**src/rtl/prio_scan_enc.sv**
```systemverilog
// prio_scan_enc: sequential priority encoder.
// Accepts a WIDTH-bit request vector through a valid/ready handshake. It then
// emits the index of every set bit, one bit per beat, highest index first.
// The final beat of each vector carries out_last. An all-zero vector produces
// a single beat with out_zero=1.
//
// Ports:
//   clk, rst                 single clock, synchronous active-high reset
//   req_valid/req_ready/req  request vector handshake
//   out_valid/out_ready      output beat handshake
//   out_code                 index of the bit reported by the current beat
//   out_last                 current beat is the last one for this vector
//   out_zero                 accepted vector was all zeros
//   busy                     a vector is being walked
//   dir                      (only with PRIO_SCAN_DIR_EN) 1 = scan lowest bit first
//
// Optional feature macro: PRIO_SCAN_DIR_EN adds the dir input.
module prio_scan_enc #(
  parameter int WIDTH = 8,
  localparam int IDXW = $clog2(WIDTH)
) (
  input  logic             clk,
  input  logic             rst,
  input  logic             req_valid,
  output logic             req_ready,
  input  logic [WIDTH-1:0] req,
`ifdef PRIO_SCAN_DIR_EN
  input  logic             dir,
`endif
  output logic             out_valid,
  input  logic             out_ready,
  output logic [IDXW-1:0]  out_code,
  output logic             out_last,
  output logic             out_zero,
  output logic             busy
);

  localparam logic [0:0] IDLE = 1'b0;
  localparam logic [0:0] EMIT = 1'b1;

  logic [0:0]       state_q, state_d;
  logic [WIDTH-1:0] pending_q, pending_d;
  logic             zero_q, zero_d;
`ifdef PRIO_SCAN_DIR_EN
  logic             dir_q, dir_d;
`endif

  logic [IDXW-1:0]  hi_idx, lo_idx, sel_idx;
  logic             one_left;
  logic             emit;

  // Scan the pending bits from the registered state only. The ascending loop
  // keeps the highest set bit. The descending loop keeps the lowest set bit.
  always_comb begin
    hi_idx = '0;
    lo_idx = '0;
    for (int i = 0; i < WIDTH; i++)
      if (pending_q[i]) hi_idx = IDXW'(i);
    for (int i = WIDTH - 1; i >= 0; i--)
      if (pending_q[i]) lo_idx = IDXW'(i);
  end

`ifdef PRIO_SCAN_DIR_EN
  assign sel_idx = dir_q ? lo_idx : hi_idx;
`else
  assign sel_idx = hi_idx;
`endif

  // Exactly one bit set: non-zero, and clearing the lowest set bit gives zero.
  assign one_left = (pending_q != '0) &&
                    ((pending_q & (pending_q - WIDTH'(1))) == '0);

  assign emit      = (state_q == EMIT);
  assign busy      = emit;
  assign req_ready = !emit;
  assign out_valid = emit;
  assign out_zero  = emit && zero_q;
  assign out_last  = emit && (zero_q || one_left);
  assign out_code  = (emit && !zero_q) ? sel_idx : '0;

  always_comb begin
    state_d   = state_q;
    pending_d = pending_q;
    zero_d    = zero_q;
`ifdef PRIO_SCAN_DIR_EN
    dir_d     = dir_q;
`endif
    if (!emit) begin
      if (req_valid) begin
        pending_d = req;
        zero_d    = (req == '0);
        state_d   = EMIT;
`ifdef PRIO_SCAN_DIR_EN
        dir_d     = dir;
`endif
      end
    end else if (out_ready) begin
      if (zero_q) begin
        state_d = IDLE;
      end else begin
        // Clear the bit that was just reported. A shift-built mask keeps the
        // index inside the vector even when WIDTH is not a power of two.
        pending_d = pending_q & ~(WIDTH'(1) << sel_idx);
        if (one_left) state_d = IDLE;
      end
    end
  end

  always_ff @(posedge clk) begin
    if (rst) begin
      state_q   <= IDLE;
      pending_q <= '0;
      zero_q    <= 1'b0;
`ifdef PRIO_SCAN_DIR_EN
      dir_q     <= 1'b0;
`endif
    end else begin
      state_q   <= state_d;
      pending_q <= pending_d;
      zero_q    <= zero_d;
`ifdef PRIO_SCAN_DIR_EN
      dir_q     <= dir_d;
`endif
    end
  end

endmodule

```
**config.mk**
```make
export PLATFORM = sky130hd
export DESIGN_NAME = prio_scan_enc
export DESIGN_NICKNAME = d
export VERILOG_FILES = /design/src/rtl/prio_scan_enc.sv
export SDC_FILE = /design/constraint.sdc
export NUM_CORES = 1
export LEC_CHECK = 0
export CAP_MARGIN = 40
export CORE_AREA = 2 2 56 45
export DETAILED_ROUTE_END_ITERATION = 10
export DIE_AREA = 0 0 58 47
export PLACE_DENSITY = 0.62
export SLEW_MARGIN = 20
export SYNTH_ARGS = -nofsm -noshare
export SYNTH_HDL_FRONTEND = slang
export SYNTH_SLANG_ARGS = --single-unit
```
**constraint.sdc**
```tcl
create_clock -name clk -period 3.9 [get_ports clk]
set_input_delay 0.585 -clock clk [delete_from_list [all_inputs] [get_ports clk]]
set_output_delay 0.585 -clock clk [all_outputs]
set_load 0.01 [all_outputs]
```
==> impl_metrics.ini <==
[floorplan]
fp.dieH_um = 47
die_width_um = 58
die_area_um2 = 2730
rows = 15
ioPinCount = 20
initial_core_util = 0.287
coreArea_um2 = 2180

[synthesis]
synth_edf_count = 0
ys_warn_count = 0
synth_seq_area_share = 0.320
synthFlopType = dfxtp_1
synth_cell_types = 30
syn_nets = 98
synth_cells = 86
synth_area_um2 = 626
async_reset_ff_frac = 0
ys_seq_elements = 10
synth_area_per_cell_um2 = 7.27

[clock_network]
cts.clk_slew.worst_paths_ps = 70
numCtsBuffers = 3
clkLatencyLatePin_ps = 270
cts.sinks = 10
cts-root-buf = clkbuf_4
ctsResizeCount = 0
post_cts_buffers = 0
cts_max_path_buffers = 2
tritoncts = built
cts.htree.levels = 1
ctsHoldBuffers = 0

[placed_design]
placed_cells = 124
dpl.hpwl_mm = 1.27
io_buffer_count = 19
dpl_worst_slack_ps = 1340
place.gp.congestion = 0.803

[routing]
drtIter0Drc = 15
vias_per_cell = 5.45
drc_errors = 0
vias = 692
firstDrtPassIters = 4
avgRoutedWirePerCell_um = 13.0
routed_wl_mm = 1.66
antenna_left = 0

[power_and_ir_drop]
p_per_area_nw_per_um2 = 322
leakage_nw = 0.290
pwr-share-comb = 0.282
ir_drop_v = 0.000147
p_seq_frac = 0.440
p_clk_frac = 0.278
p_switching_mw = 0.0864
p_sw_frac = 0.319
p_int_mw = 0.185

[sta]
slew_viol_final = 0
max_slew_margin = 0.529
finalSetupViolCount = 0
fmax_mhz = 350
period_share = 0.732
clock_skew_ps = 1.13
hold_viol = 0
setup_ws_ps = 1050
worst_pin_slew_ps = 705
fin_crit_ps = 2850
holdWs_ps = 485
rsz0062_at_grt = false
tns_ps = 0

[cells_and_area]
final_util = 0.387
finalNetCount = 116
seqCellArea_um2 = 200
antennaDiodeCount = 0
multi_input_area_um2 = 383
layout.cells.non_filler = 127
fillers = 239
syn2layout_area_growth_pct = 34.6
final_common_cell = clkdlybuf4s50_1
drive_gt1_frac = 0.0490
layout_common_cells = clkdlybuf4s50_1, a21oi_1, nand2_1

[critical_path]
path_delay_family = simple AND/OR/NAND/NOR gates
cp_slowest_cell = or4_4
cp_num_buf_inv = 1
worstSetupPathType = reg2out
startpoint_type = register
required_ps = 3310
worstPathMaxFanout = 5
worst_setup_path_end_kind = primary output
critical-path-max-stage-delay_ps = 550
cp.arrival_ps = 2270
path_cells = or4_4, or3_1, a31oi_1, o21bai_1, clkdlybuf4s50_1

[global_routing]
grt_max_degree = 12
antenna_found_initial = 0
grt_pass1_vias = 624
grt_pass1_wl_mm = 2.84
track_usage = 0.137
grt_remaining_overflow = 0

[run]
drv_cap = 0

[worst_hold_path]
min_path_type = reg2reg

[outcome]
status = finished, final reports clean
-- Yosys cell counts, types with 2 or more instances --
| library cell | number | area [µm²] |
|---|---|---|
| inv_1 | 4 | 15.0 |
| nor4_1 | 5 | 31.3 |
| a211oi_1 | 2 | 15.0 |
| o21a_1 | 2 | 15.0 |
| o211ai_1 | 5 | 37.5 |
| o21ai_0 | 2 | 10.0 |
| nand3_1 | 4 | 20.0 |
| dfxtp_1 | 10 | 200 |
| clkbuf_1 | 3 | 11.3 |
| a21oi_1 | 11 | 55.1 |
| nand2b_1 | 2 | 12.5 |
| o21bai_1 | 3 | 22.5 |
| nand2_1 | 11 | 41.3 |
| nor2_1 | 6 | 22.5 |
-- area by class of cell --
class / count / area share
Clock buffer: 3 / 0.0267
Sequential cell: 10 / 0.238
Multi-Input combinational cell: 66 / 0.455
Timing Repair Buffer: 19 / 0.226
Inverter: 4 / 0.0178
Tap cell: 25 / 0.0371
-- flip-flops by register name, indices dropped and copies added (netlist names) --
name       count
zero_q         1
busy           1
pending_q      8
-- layer usage --
layer | vias to the layer above | global-route usage | part of all wire
li1 | 347 | - | -
met1 | 311 | 0.177 | 0.43
met2 | 30 | 0.225 | 0.47
met3 | 4 | 0.0331 | 0.087
met4 | 0 | 0.0558 | 0.016
met5 | - | 0 | 0
-- final timing paths --
kind              slack (ps)                       from                         to  cells past startpoint
hold reg to reg          480        zero_q$_SDFFE_PP0P_        zero_q$_SDFFE_PP0P_                      2
setup reg to reg        2100            busy$_SDFF_PP0_  pending_q[0]$_SDFFE_PP0P_                      4
setup / recovery        1050  pending_q[0]$_SDFFE_PP0P_                   out_last                      5
hold / removal           480        zero_q$_SDFFE_PP0P_        zero_q$_SDFFE_PP0P_                      2
-- kinds of logic (layout without fill, tap and decap cells) --
kind of cell / after synthesis / in the layout / synth area share
flip-flops: 10 / 10 / 0.320
buffers and inverters: 10 / 26 / 0.0680
AO/OA/AOI/OAI: 30 / 30 / 0.314
AND/OR/NAND/NOR: 36 / 36 / 0.298
-- worst reg2reg max path, cell delays in order, from the launching register on --
cell,delay [ps]
dfxtp_1,400
nor2b_1,600
o211ai_1,240
o311ai_0,320
a21oi_1,110
-- stage by stage --
step / power (mW) / area [µm²]
finish: 0.271 / 842
global route: 0.286 / 842
CTS: 0.272 / 842
detailed placement: 0.198 / 820
global placement: 0.197 / 820
floorplan: 0.164 / 626
-- power by group through the flow --
stage / registers (mW) / clock network [mW] / logic, mW
after global placement: 0.121 / 0 / 0.0759
after floorplan: 0.116 / 0 / 0.0486
after CTS: 0.119 / 0.0758 / 0.0768
after global routing: 0.121 / 0.0800 / 0.0847
final: 0.119 / 0.0755 / 0.0765
after detailed placement: 0.121 / 0 / 0.0765
Note: power is estimated with default switching activity, not from simulation.
